==> src/rtl/relay_step_sequencer.sv <==
// relay_step_sequencer: timed lead-switch sweep with break-before-make relay drive.
//
// Walks step_idx from 0 to NUM_STEPS-1. For each step the relays are held at 0
// for BREAK_CYCLES. The pattern is then fetched from the external table
// (step_pattern, addressed by step_idx) and applied for SETTLE_CYCLES. An
// acquisition window of DWELL_CYCLES follows.
//
// Ports:
//   clk          system clock
//   rst_n        asynchronous active-low reset
//   start        single-cycle pulse, starts a sweep when idle
//   stop         level, aborts a running sweep on the next edge
//   continuous   1 = wrap after the last step, 0 = single sweep (sampled on start)
//   step_idx     current step, addresses the external pattern table
//   step_pattern combinational pattern lookup for step_idx
//   relays       registered relay drive
//   acq_window   high while the pattern is settled and acquisition is allowed
//   step_strobe  one-cycle pulse on the first cycle of each acq_window
//   busy         high in every state except IDLE
//   done         one-cycle pulse when a single sweep or a stop completes
//
// Optional feature macro: SKIP_UNCHANGED_BREAK_EN
//   When defined, a step whose pattern equals the pattern already on the relays
//   skips BREAK and MAKE. The relays stay put and acq_window drops for one cycle.
module relay_step_sequencer #(
  parameter int NUM_STEPS     = 14,
  parameter int STEP_W        = 4,
  parameter int RELAY_W       = 8,
  parameter int BREAK_CYCLES  = 16,
  parameter int SETTLE_CYCLES = 64,
  parameter int DWELL_CYCLES  = 256,
  parameter int TIMER_W       = 16
) (
  input  logic               clk,
  input  logic               rst_n,
  input  logic               start,
  input  logic               stop,
  input  logic               continuous,
  output logic [STEP_W-1:0]  step_idx,
  input  logic [RELAY_W-1:0] step_pattern,
  output logic [RELAY_W-1:0] relays,
  output logic               acq_window,
  output logic               step_strobe,
  output logic               busy,
  output logic               done
);
  typedef enum logic [1:0] {IDLE, BREAK, MAKE, DWELL} state_t;
  localparam logic [STEP_W-1:0]  LAST     = STEP_W'(NUM_STEPS - 1);
  localparam logic [TIMER_W-1:0] T_BREAK  = TIMER_W'(BREAK_CYCLES - 1);
  localparam logic [TIMER_W-1:0] T_SETTLE = TIMER_W'(SETTLE_CYCLES - 1);
  localparam logic [TIMER_W-1:0] T_DWELL  = TIMER_W'(DWELL_CYCLES - 1);
  state_t             state;
  logic [TIMER_W-1:0] timer;
  logic               mode_r;
  logic               expired;
  logic [STEP_W-1:0]  next_idx;
`ifdef SKIP_UNCHANGED_BREAK_EN
  // The table only shows the pattern for the registered step_idx. The previous
  // pattern is kept for the first BREAK cycle, and the new step's pattern is
  // compared against it in that cycle.
  logic               chk;
`endif
  assign expired  = timer == '0;
  assign next_idx = (step_idx == LAST) ? '0 : step_idx + 1'b1;
  always_ff @(posedge clk or negedge rst_n)
    if (!rst_n) begin
      state       <= IDLE;
      timer       <= '0;
      mode_r      <= 1'b0;
      step_idx    <= '0;
      relays      <= '0;
      acq_window  <= 1'b0;
      step_strobe <= 1'b0;
      busy        <= 1'b0;
      done        <= 1'b0;
`ifdef SKIP_UNCHANGED_BREAK_EN
      chk         <= 1'b0;
`endif
    end else begin
      step_strobe <= 1'b0;
      done        <= 1'b0;
      timer       <= expired ? timer : timer - 1'b1;
      if (stop && state != IDLE) begin
        state      <= IDLE;
        timer      <= '0;
        step_idx   <= '0;
        relays     <= '0;
        acq_window <= 1'b0;
        busy       <= 1'b0;
        done       <= 1'b1;
`ifdef SKIP_UNCHANGED_BREAK_EN
        chk        <= 1'b0;
`endif
      end else begin
        case (state)
          IDLE:
            if (start && !stop) begin
              mode_r   <= continuous;
              step_idx <= '0;
              timer    <= T_BREAK;
              busy     <= 1'b1;
              state    <= BREAK;
            end
          BREAK:
`ifdef SKIP_UNCHANGED_BREAK_EN
            if (chk) begin
              chk <= 1'b0;
              if (step_pattern == relays) begin
                timer       <= T_DWELL;
                acq_window  <= 1'b1;
                step_strobe <= 1'b1;
                state       <= DWELL;
              end else begin
                relays <= '0;
                timer  <= T_BREAK;
              end
            end else
`endif
            if (expired) begin
              relays <= step_pattern;
              timer  <= T_SETTLE;
              state  <= MAKE;
            end
          MAKE:
            if (expired) begin
              timer       <= T_DWELL;
              acq_window  <= 1'b1;
              step_strobe <= 1'b1;
              state       <= DWELL;
            end
          DWELL:
            if (expired) begin
              acq_window <= 1'b0;
              if (step_idx == LAST && !mode_r) begin
                relays <= '0;
                busy   <= 1'b0;
                done   <= 1'b1;
                state  <= IDLE;
              end else begin
                step_idx <= next_idx;
                timer    <= T_BREAK;
                state    <= BREAK;
`ifdef SKIP_UNCHANGED_BREAK_EN
                chk      <= 1'b1;
`else
                relays   <= '0;
`endif
              end
            end
          default: state <= IDLE;
        endcase
      end
    end
endmodule

==> config.mk <==
export PLATFORM = sky130hd
export DESIGN_NAME = relay_step_sequencer
export DESIGN_NICKNAME = d
export VERILOG_FILES = /design/src/rtl/relay_step_sequencer.sv
export SDC_FILE = /design/constraint.sdc
export NUM_CORES = 1
export LEC_CHECK = 0
export ABC_AREA = 1
export BUFFER_PORTS_ARGS = -buffer_cell sky130_fd_sc_hd__buf_2
export CAP_MARGIN = 20
export CORE_ASPECT_RATIO = 2
export CORE_UTILIZATION = 58
export CTS_CLUSTER_DIAMETER = 60
export DETAILED_ROUTE_END_ITERATION = 6
export GPL_ROUTABILITY_DRIVEN = 0
export GPL_TIMING_DRIVEN = 0
export PLACE_DENSITY = 0.88
export SLEW_MARGIN = 25
export SYNTH_ARGS = -nofsm -noshare
export SYNTH_HDL_FRONTEND = slang
export SYNTH_SLANG_ARGS = --single-unit
==> constraint.sdc <==
create_clock -name clk -period 2.3 [get_ports clk]
set_input_delay 0.115 -clock clk [delete_from_list [all_inputs] [get_ports clk]]
set_output_delay 0.115 -clock clk [all_outputs]
set_load 0.01 [all_outputs]
* After elaboration in Yosys (flattened, before gate mapping) *
Cells that the tools add are included.

cells by class
  $add $sub $neg = 2
  mux-type cells = 41
  reduce and logical (&&, ||, !) cells = 17
  eq/ne operators = 10
  bitwise logic cells = 1

operators by type and width
  cell                   number
  $mux 16                7
  $pmux 16 s4            1
  $mux 8                 3
  $mux 4                 5
  $ne 3x3->1 const B     6
  $logic_not 16->1       1
  $pmux 8 s2             1
  $sub 16x1->16 const B  1
  $mux 1                 15
  $reduce_and 4->1       3
  $mux 2                 5
  $reduce_and 3->1       3
  $reduce_bool 3->1      3
  $pmux 2 s4             1
  $pmux 4 s2             1
  $add 4x1->4 const B    1
  $eq 2x2->1 const B     2
  $eq 4x4->1 const B     1
  $pmux 1 s2             2
  $logic_and 1x1->1      3
  $eq 2x1->1 const B     1
  $logic_not 1->1        2
  $logic_not 2->1        1
  $reduce_bool 2->1      1
  $not 1->1              1

storage, ports and cells
  register bits = 35
  bits of input ports = 13
  output and inout bits = 16
  logic and storage cells = 80

* Depth between registers and ports, before layout *
Gate-level depths: netlist (run 1).

  depth in word-level cells = 6
  depth in mapped cells = 13
  mapped depth without buffers = 13

* Least setup slack after synthesis (run 1) *
OpenSTA, ideal clock, no wires.

  path type = reg-to-reg
  start point = register timer[0]
  end point = register timer[0]
  buffers on the path = 1
  path slack = 0.594 ns
  arrival time = 1.580 ns
  data required time = 2.174 ns
  library setup time = 0.126 ns
  cell stages (with the launch flop) = 10
  clock period less this slack = 1.706 ns
  cell sequence = dfrtp_1 -> inv_1 -> ha_1 -> nand3_1 -> nor2_2 -> nand2_2 -> buf_6 -> ha_1 -> o21ai_0 -> a21oi_1

between the ends
  word-level cells in the longest chain between the ends = 6
  elaborated cells on any way between the ends = 10
  those cells by class = add/sub: 1; mux: 8; reduce/logical: 1

ends and longest elaborated chain
  element                                                   line    text
  from (decl)                                               53      logic [TIMER_W-1:0] timer;
  from (signal assigned)                                    82      timer <= expired ? timer : timer - 1'b1;
  $sub 16x1->16 / $logic_not 16->1 (equally long branches)  82, 63
  $mux 16                                                   82
  $mux 16                                                   134     if (step_idx == LAST && !mode_r) begin
  $mux 16                                                   132     if (expired) begin
  $pmux 16 s4 *                                             95      case (state)
  $mux 16 *                                                 83      if (stop && state != IDLE) begin

Every way passes the cells marked *; elsewhere a longest branch is shown, timed or not.
A chain may end at the register's enable or synchronous reset.

* Worst setup path after layout (run 1) *
  start point = register state[1]
  end point = register relays[6]

between the ends
  word-level cells in the longest chain between the ends = 4
  elaborated cells on any way between the ends = 10
  those cells by class = eq/ne: 4; mux: 2; reduce/logical: 4

ends and longest elaborated chain
  element                                                                  line  text
  from (decl)                                                              52    state_t state;
  from (signal assigned)                                                   67    state <= IDLE;
  from (signal assigned)                                                   84    state <= IDLE;
  from (signal assigned)                                                   102   state <= BREAK;
  $reduce_bool 2->1                                                        83
  $logic_and 1x1->1                                                        83
  $ne 3x3->1 (no source line) / $reduce_bool 3->1 (equally long branches)  --
  $reduce_and 3->1 (no source line)                                        --
  to (signal assigned)                                                     120   relays <= step_pattern;
  to (decl)                                                                41    output logic [RELAY_W-1:0] relays,

Several ways; a longest one is shown, not always the timed one.

==> impl_metrics.py, run 1 <==
metrics = {
    "place": {
        "io_buffers": 28,
        "dp_cells": 408,
        "dpl.hpwl_mm": 4.54,
    },
    "sta": {
        "finalHoldViolCount": 0,
        "slew_viol_final": 0,
        "max_freq_mhz": 500,
        "max_slew.worst_pin.slew_ns": 0.802,
        "setup_viol_count_final": 0,
        "skew_ns": 0.00685,
        "rsz0062_at_grt": "no",
        "fin_crit_sh_pct": 87.0,
        "fin_crit_ns": 2.00,
        "maxSlewHeadroom_pct": 46.5,
        "setup-tns-final_ns": 0,
    },
    "floorplanning": {
        "core_um2": 3880,
        "rows": 32,
        "die_area_um2": 4370,
        "ioPinCount": 29,
        "fp.dieW_um": 47.2,
        "start_util_pct": 61.1,
        "die_h_um": 92.4,
    },
    "cells_and_area": {
        "drive_gt1_share_pct": 19.7,
        "num_antenna_cells": 0,
        "fin_nets": 387,
        "area_delta_synth_final_pct": 13.2,
        "fin_cells": 417,
    },
    "drt": {
        "route.detailed.drc": 0,
        "drtPass1Iterations": 4,
        "via_count": 2321,
        "wl_per_cell_um": 14.4,
        "drtIter0Drc": 82,
        "ant_nets": 0,
        "avgViaCountPerCell": 5.57,
        "wirelength_mm": 5.99,
    },
    "synthesis": {
        "ys_types": 32,
        "netlist_area_um2": 2370,
        "yosys_warnings": 0,
        "ys_seq_area_share_pct": 36.9,
        "syn_avg_cell_area_um2": 7.21,
        "ys_ff_latch": 35,
        "synth_nets": 351,
        "synthCells": 329,
    },
    "critical_path": {
        "crit_slowest_cell": "dfrtp_1",
        "setup.worst_path.end_class": "flip-flop",
        "r2r_cells": 9,
        "r2r_start": "state[1]$_DFFE_PN0P_",
        "path_cells": "inv_1 > ha_1 > nor2_2 > inv_2 > nand2_2 > o21ai_4 > buf_6 > nand2_1 > o21ai_1",
        "worstPathArrival_ns": 2.18,
        "r2r_end": "relays[6]$_DFFE_PN0P_",
        "ff2ff_setup_slack_ns": 0.30,
        "crit_type": "flip-flop to flip-flop",
        "max_stage_delay_ns": 0.42,
        "cp.required_ns": 2.48,
        "cp-start-kind": "flip-flop",
        "startpoint": "state[1]$_DFFE_PN0P_",
        "crit_fanout": 10,
        "crit_path_end": "relays[6]$_DFFE_PN0P_",
    },
    "global_route": {
        "first_global_vias": 2514,
        "grt_use_total_pct": 32.9,
        "grt_overflow": 0,
        "antenna_found_initial": 0,
        "grt_max_degree": 36,
        "grt_pass1_wl_mm": 10.2,
    },
    "status": {
        "outcome": "complete, no violations",
    },
    "worst_hold_path": {
        "hp-class": "input pin to flip-flop",
        "holdCritStartpoint": "continuous",
    },
    "clocking": {
        "cts_tree": "done",
        "cts_resized": 0,
        "clock_path_buffers": 2,
        "postCtsSetupRepairBufs": 0,
        "numCtsBuffers": 5,
        "h-tree-depth": 2,
        "cts_hold_buffers": 1,
        "clk_pin_slew_ns": 0.07,
        "root_buffer": "clkbuf_8",
        "cts_sinks": 35,
        "clkLatencyLatePin_ns": 0.30,
    },
    "pwr": {
        "p_leak_nw": 1.45,
        "ir_drop_uv": 1020,
        "power_frac_clock_pct": 11.7,
        "internal_power_mw": 2.06,
        "power.density_nw_per_um2": 1600,
        "p_seq_share_pct": 24.8,
        "p_sw_mw": 2.24,
        "swShare_pct": 52.0,
        "finalPower_mw": 4.30,
        "power_frac_comb_pct": 63.4,
    },
    "flow_run": {
        "max_cap_violations": 0,
    },
}
==> power by group through the flow <==
| stage | combinational (mW) | clock, mW | sequential, mW |
|---|---|---|---|
| floorplan | 2.03 | 0 | 1.08 |
| global placement | 2.57 | 0 | 1.07 |
| detailed placement | 2.66 | 0 | 1.07 |
| CTS | 2.70 | 0.505 | 1.06 |
| global route | 3.07 | 0.525 | 1.09 |
| finish | 2.73 | 0.505 | 1.07 |
==> logic make-up after synthesis <==
| family | after synthesis | synth area share (%) |
|---|---|---|
| DFF | 35 | 36.9 |
| adders and majority gates | 9 | 4.75 |
| buffers and inverters | 43 | 7.86 |
| xor gates and xnor gates | 6 | 2.22 |
| and+or+nand+nor | 186 | 36.3 |
| muxes | 1 | 0.475 |
| AOI/OAI and AO/OA | 49 | 11.5 |
==> per-stage QoR <==
stage	hold WS, ns	worst slack (ns)	util [%]	area, um^2
2_1_floorplan	-0.181	0.594	-	2370
3_3_place_gp	0.245	0.388	66.3	2580
3_5_place_dp	0.244	0.344	66.3	2580
4_1_cts	0.0519	0.324	69.2	2690
5_1_grt	0.0597	0.144	69.2	2690
6_report	0.0498	0.299	69.2	2690
==> metal layers <==
layer,global-route usage [%],wire length [um],vias to the layer above
met3,7.80,230,29
met2,55.1,3390,83
met5,0,0,-
li1,-,-,1131
met4,25.7,345,0
met1,30.9,2020,1078
==> placed cells by master (no fill, tap or decap), types with 2 or more instances in the layout <==
master | synthesis | final
a21o_1 | 2 | 2
a21oi_1 | 21 | 21
buf_2 | 0 | 28
buf_6 | 2 | 2
clkbuf_1 | 1 | 2
clkbuf_8 | 0 | 7
dfrtp_1 | 35 | 35
ha_1 | 9 | 9
inv_1 | 28 | 28
inv_2 | 8 | 8
nand2_1 | 88 | 88
nand2_2 | 4 | 4
nand2_4 | 4 | 4
nand3_1 | 30 | 30
nand3b_1 | 2 | 2
nand4_1 | 5 | 5
nor2_1 | 37 | 37
nor2_2 | 7 | 7
nor2_4 | 5 | 5
nor3_1 | 3 | 3
o21ai_0 | 7 | 7
o21ai_1 | 14 | 14
o21bai_1 | 2 | 2
xnor2_1 | 2 | 2
xor2_1 | 4 | 4
==> how the worst min path moves through the flow <==
stage / depth (start not counted) / end / slack, ns
final: 2 / mode_r$_DFFE_PN0P_ / 0.05
after floorplan: 0 / acq_window$_DFFE_PN0P_ / -0.18
after global routing: 2 / mode_r$_DFFE_PN0P_ / 0.06
after CTS: 2 / mode_r$_DFFE_PN0P_ / 0.05
after detailed placement: 1 / timer[9]$_DFF_PN0_ / 0.24
after global placement: 1 / timer[9]$_DFF_PN0_ / 0.24
==> layout make-up <==
class	count	area [um^2]
fillers	338	1200
inverters	38	149
multi-input cells	251	1310
clock buffers	8	100
repair buffers	29	150
well taps	51	63.8
flip-flops and latches	35	876
plain buffers	5	37.5
==> cells in the mapped netlist <==
library cell / instances / area [um^2]
clkinv_2: 1 / 5.00
nand3b_1: 2 / 15.0
a21o_1: 2 / 15.0
ha_1: 9 / 113
o21ai_0: 7 / 35.0
clkbuf_1: 1 / 3.75
nor2_2: 7 / 43.8
o21ai_2: 1 / 8.76
nor3_1: 3 / 15.0
inv_1: 28 / 105
nand2_2: 4 / 25.0
nand3_1: 30 / 150
inv_2: 8 / 30.0
xor2_1: 4 / 35.0
buf_6: 2 / 22.5
nand3_2: 1 / 10.0
buf_4: 1 / 7.51
nand2_4: 4 / 45.0
nor2_4: 5 / 56.3
xnor2_1: 2 / 17.5
a21oi_1: 21 / 105
buf_1: 1 / 3.75
nand2_1: 88 / 330
dfrtp_1: 35 / 876
a21boi_1: 1 / 7.51
nor2_1: 37 / 139
o21ai_4: 1 / 16.3
nand4_1: 5 / 31.3
clkinv_4: 1 / 8.76
o21ai_1: 14 / 70.1
mux2_2: 1 / 11.3
o21bai_1: 2 / 15.0
==> worst max-delay path, delay by kind of cell (launching register included) <==
family	cells	cell delay (ns)
flip-flops	1	0.42
adder cells (fa/ha/maj)	1	0.28
AND/OR/NAND/NOR	3	0.58
buffers and inverters	3	0.43
AO/OA/AOI/OAI	2	0.17
==> flip-flops by register name, summed over array words and instances (netlist names) <==
name / flops
state: 2
step_idx: 4
relays: 8
mode_r: 1
step_strobe: 1
timer: 16
done: 1
busy: 1
acq_window: 1
No activity file was read; power rests on OpenSTA's default activity.
==> inputs of run 2 (changes only) <==
- CORE_UTILIZATION: 58 -> 25
- PLACE_DENSITY: 0.88 -> 0.49
==> run 2 against run 1 <==
Effect of this change:
- sequential share of layout area fell by 1.5 points
- combinational power barely moved
- register-to-register slack got worse by 0.05 ns
- core utilization fell by 39 points
- final cell count rose by 13%
- critical path depth rose by 2
- largest cell class unchanged
==> impl_metrics.py, run 2 (same netlist as run 1, synthesis figures left out) <==
metrics = {
    "status": {
        "outcome": "complete, no violations",
    },
    "global_route": {
        "antenna_found_initial": 0,
        "first_global_vias": 2357,
        "grt_use_total_pct": 15.4,
        "grt_max_degree": 36,
        "grt_overflow": 0,
        "grt_pass1_wl_mm": 11.5,
    },
    "pwr": {
        "ir_drop_uv": 656,
        "power_frac_comb_pct": 60.1,
        "power.density_nw_per_um2": 1610,
        "p_sw_mw": 2.29,
        "internal_power_mw": 2.25,
        "power_frac_clock_pct": 16.2,
        "p_leak_nw": 1.48,
        "swShare_pct": 50.4,
        "p_seq_share_pct": 23.7,
    },
    "clocking": {
        "cts_tree": "done",
        "root_buffer": "clkbuf_16",
        "numCtsBuffers": 5,
        "clk_pin_slew_ns": 0.06,
        "clkLatencyLatePin_ns": 0.29,
        "h-tree-depth": 2,
        "cts_sinks": 35,
        "postCtsSetupRepairBufs": 0,
        "clock_path_buffers": 2,
    },
    "drt": {
        "route.detailed.drc": 0,
        "drtPass1Iterations": 4,
        "wl_per_cell_um": 14.8,
        "avgViaCountPerCell": 4.77,
        "wirelength_mm": 6.96,
        "drtIter0Drc": 59,
        "ant_nets": 0,
        "via_count": 2244,
    },
    "cells_and_area": {
        "area_delta_synth_final_pct": 18.6,
        "fin_nets": 387,
        "final_util_pct": 30.4,
        "top_regs": "timer: 16 flops, relays: 8 flops, step_idx: 4 flops",
        "final_cell_mix": "88 x nand2_1, 37 x nor2_1, 35 x dfrtp_1, 30 x nand3_1",
        "top_register": "timer",
        "largest_reg_flops": 16,
        "seq_area_um2": 876,
        "multi_input_area_um2": 1310,
        "fill_cells": 1028,
        "drive_gt1_share_pct": 19.9,
        "num_antenna_cells": 0,
        "layout_commonest_cell": "nand2_1",
    },
    "sta": {
        "setup-tns-final_ns": 0,
        "fin_crit_sh_pct": 89.1,
        "max_slew.worst_pin.slew_ns": 0.829,
        "setup_viol_count_final": 0,
        "worst_slack_ns": 0.250,
        "rsz0062_at_grt": "no",
        "timing.hold.ws_ns": 0.0591,
        "finalHoldViolCount": 0,
        "slew_viol_final": 0,
        "max_freq_mhz": 488,
        "maxSlewHeadroom_pct": 44.7,
        "skew_ns": 0.00747,
        "fin_crit_ns": 2.05,
    },
    "floorplanning": {
        "start_util_pct": 25.6,
        "ioPinCount": 29,
        "core_um2": 9260,
        "fp.dieW_um": 70.9,
        "die_area_um2": 9910,
        "rows": 50,
        "die_h_um": 140,
    },
    "critical_path": {
        "cp-start-kind": "flip-flop",
        "crit_type": "flip-flop to flip-flop",
        "crit_fanout": 7,
        "worstPathArrival_ns": 2.22,
        "cp.required_ns": 2.48,
        "setup.worst_path.end_class": "flip-flop",
    },
    "worst_hold_path": {
        "hp-class": "input pin to flip-flop",
    },
    "place": {
        "dp_slack_ns": 0.245,
        "dpl.hpwl_mm": 5.61,
        "io_buffers": 28,
    },
    "flow_run": {
        "max_cap_violations": 0,
    },
}
## run 2: cell types whose count changed in the layout (fill, tap and decap cells not counted)
cell,change
clkbuf_1,-1
clkinvlp_4,+1
clkbuf_8,-5
clkbuf_16,+5
## run 2: power by group through the flow
stage,Clock (mW),Combinational (mW),Sequential [mW]
after detailed placement,0,2.75,1.09
final,0.737,2.73,1.08
after floorplan,0,2.03,1.08
after global placement,0,2.71,1.09
after CTS,0.761,2.76,1.08
after global routing,0.772,3.11,1.11
## run 2: worst max-delay path: stages, from the launching register on
cell and delay [ns]:
dfrtp_1 0.43, inv_1 0.12, ha_1 0.33, inv_2 0.07
nor2_2 0.33, inv_2 0.18, nand2_4 0.13, clkinv_2 0.07
nand2_4 0.11, clkinv_4 0.07, nand2_1 0.05, nand2_1 0.04
## run 2: final cells by class
type	instances	area share (%)
Tap cell	104	4.63
Sequential cell	35	31.1
Multi-Input combinational cell	251	46.6
Clock inverter	1	0.267
Clock buffer	7	5.43
Buffer	5	1.33
Inverter	38	5.29
Timing Repair Buffer	29	5.34
## run 2: worst paths after layout
check	slack (ns)	cells after the start	endpoint	startpoint
min in group asynchronous	0.46	2	mode_r$_DFFE_PN0P_	rst_n
worst max register to register	0.25	11	step_idx[0]$_DFFE_PN0P_	state[1]$_DFFE_PN0P_
worst min-delay path	0.06	2	mode_r$_DFFE_PN0P_	continuous
worst min register to register	0.49	2	relays[7]$_DFFE_PN0P_	relays[7]$_DFFE_PN0P_
max in group asynchronous	1.31	2	state[1]$_DFFE_PN0P_	rst_n
worst max-delay path	0.25	11	step_idx[0]$_DFFE_PN0P_	state[1]$_DFFE_PN0P_
## run 2: what timing repair did
item                                   in CTS  in global routing
hold buffers                                1                  0
endpoints found under the hold margin      35                  0
resized for setup                           0                  0
## run 2: per-stage QoR
stage	cell area [um^2]	std cells	total power [mW]
finish	2810	470	4.54
global route	2810	470	5.00
CTS	2810	470	4.60
detailed placement	2640	461	3.84
global placement	2640	461	3.80
floorplan	2370	329	3.10
## run 2: per-layer routing
layer	global-route usage [%]	vias up	part of all wire [%]	wire length, um
li1	-	1126	-	-
met2	31.1	46	60	4160
met5	0	-	0	0
met3	1.59	26	1.7	119
met1	12.9	1046	32	2260
met4	11.9	0	6.2	431
==> inputs of run 3 (changes only) <==
- GPL_TIMING_DRIVEN: 0 -> not set
- SETUP_SLACK_MARGIN: not set -> 0.05
==> run 3 against run 2 <==
Effect of this change:
- worst hold slack lost 0.0014 ns
- sequential share of layout area grew 0.31 points
- non-clock buffer count shrank 1
- routed wire length is 1.6% lower
- critical endpoint is now timer[0]$_DFF_PN0_
==> impl_metrics.py, run 3 (same netlist as run 1, synthesis figures left out) <==
metrics = {
    "status": {
        "outcome": "complete, no violations",
    },
    "sta": {
        "fin_crit_ns": 2.00,
        "slew_viol_final": 0,
        "fin_crit_sh_pct": 86.9,
        "setup-tns-final_ns": 0,
        "maxSlewHeadroom_pct": 46.4,
        "rsz0062_at_grt": "no",
        "max_slew.worst_pin.slew_ns": 0.804,
        "skew_ns": 0.00354,
        "finalHoldViolCount": 0,
        "max_freq_mhz": 501,
        "setup_viol_count_final": 0,
    },
    "drt": {
        "drtPass1Iterations": 5,
        "wirelength_mm": 6.85,
        "drtIter0Drc": 43,
        "wl_per_cell_um": 14.6,
        "ant_nets": 0,
        "avgViaCountPerCell": 4.85,
        "via_count": 2275,
        "route.detailed.drc": 0,
    },
    "place": {
        "dpl-instance-area_um2": 2640,
        "io_buffers": 28,
        "dpl.hpwl_mm": 5.51,
        "dp_cells": 460,
    },
    "cells_and_area": {
        "fin_cells": 469,
        "num_antenna_cells": 0,
        "top_regs": "timer: 16 flops, relays: 8 flops, step_idx: 4 flops",
        "fin_area_um2": 2790,
        "fill_cells": 1016,
        "top_register": "timer",
        "final_util_pct": 30.1,
        "fin_nets": 386,
        "final_cell_mix": "88 x nand2_1, 37 x nor2_1, 35 x dfrtp_1, 30 x nand3_1",
        "layout_commonest_cell": "nand2_1",
        "largest_reg_flops": 16,
        "area_delta_synth_final_pct": 17.4,
        "drive_gt1_share_pct": 20.3,
    },
    "floorplanning": {
        "ioPinCount": 29,
        "die_h_um": 140,
        "fp.dieW_um": 70.9,
        "die_area_um2": 9910,
        "core_um2": 9260,
        "rows": 50,
        "start_util_pct": 25.6,
    },
    "pwr": {
        "internal_power_mw": 2.16,
        "p_leak_nw": 1.48,
        "power_frac_clock_pct": 14.8,
        "power.density_nw_per_um2": 1610,
        "ir_drop_uv": 729,
        "swShare_pct": 51.7,
        "p_seq_share_pct": 24.3,
        "p_sw_mw": 2.31,
        "power_frac_comb_pct": 61.0,
    },
    "clocking": {
        "root_buffer": "clkbuf_16",
        "cts_sinks": 35,
        "cts_resized": 0,
        "numCtsBuffers": 5,
        "clock_path_buffers": 2,
        "h-tree-depth": 2,
        "cts_tree": "done",
        "clk_pin_slew_ns": 0.05,
        "clkLatencyLatePin_ns": 0.29,
    },
    "global_route": {
        "grt_pass1_wl_mm": 10.8,
        "grt_use_total_pct": 14.7,
        "grt_overflow": 0,
        "first_global_vias": 2303,
        "antenna_found_initial": 0,
        "grt_max_degree": 36,
    },
    "critical_path": {
        "crit_fanout": 11,
        "cp-start-kind": "flip-flop",
        "setup.worst_path.end_class": "flip-flop",
        "cp.required_ns": 2.47,
        "crit_type": "flip-flop to flip-flop",
        "worstPathArrival_ns": 2.17,
    },
    "flow_run": {
        "max_cap_violations": 0,
    },
    "worst_hold_path": {
        "hp-class": "input pin to flip-flop",
    },
}
==> run 3: cell types whose count changed in the layout (fill, tap and decap cells not counted), sizes merged <==
cell	before	now
clkbuf	8	5
clkinvlp	1	0
clkinv	2	5
==> run 3: power groups by stage <==
stage / logic, mW / clock network (mW) / registers [mW]
floorplan: 2.03 / 0 / 1.08
global placement: 2.72 / 0 / 1.09
detailed placement: 2.73 / 0 / 1.09
CTS: 2.75 / 0.684 / 1.08
global route: 3.06 / 0.700 / 1.11
finish: 2.73 / 0.660 / 1.09
==> run 3: path summary, 6_finish.rpt <==
path / startpoint / end / slack (ns) / cells after the start
setup / recovery: timer[0]$_DFF_PN0_ / timer[0]$_DFF_PN0_ / 0.30 / 8
hold / removal: continuous / mode_r$_DFFE_PN0P_ / 0.06 / 2
setup reg to reg: timer[0]$_DFF_PN0_ / timer[0]$_DFF_PN0_ / 0.30 / 8
hold reg to reg: relays[2]$_DFFE_PN0P_ / relays[2]$_DFFE_PN0P_ / 0.49 / 2
max in group asynchronous: rst_n / relays[3]$_DFFE_PN0P_ / 1.33 / 2
min in group asynchronous: rst_n / mode_r$_DFFE_PN0P_ / 0.46 / 2
==> run 3: metal layers <==
layer  wire length [um]  vias to the layer above  global-route usage (%)
li1                   -                     1123                       -
met1               2190                     1047                    11.5
met2               3850                       66                    28.6
met3                167                       39                    2.32
met4                641                        0                    14.1
met5                  0                        -                       0
==> run 3: area by class of cell <==
type,instances,area [um^2],area share (%)
Multi-Input combinational cell,251,1310,47.0
Tap cell,104,130,4.67
Timing Repair Buffer,33,180,6.47
Clock buffer,5,125,4.49
Clock inverter,3,15.0,0.539
Inverter,38,149,5.35
Sequential cell,35,876,31.4
==> run 3: timing repair <==
item | in CTS | in global routing
hold buffers | 1 | 0
buffers inserted | 0 | 0
endpoints found under the setup margin | 0 | 0
endpoints found under the hold margin | 35 | 0
==> run 3: critical path: stages, from the launching register on <==
cell     delay (ns)
dfrtp_1        0.40
inv_1          0.11
ha_1           0.20
nand3_1        0.10
nor2_2         0.23
nand2_2        0.24
ha_1           0.35
o21ai_0        0.16
a21oi_1        0.08
==> run 3: stage by stage <==
step | setup WS (ns) | hold slack [ns] | power (mW)
2_1_floorplan | 0.594 | -0.181 | 3.10
3_3_place_gp | 0.362 | 0.254 | 3.80
3_5_place_dp | 0.311 | 0.262 | 3.82
4_1_cts | 0.300 | 0.0553 | 4.51
5_1_grt | 0.132 | 0.0605 | 4.87
6_report | 0.302 | 0.0578 | 4.47
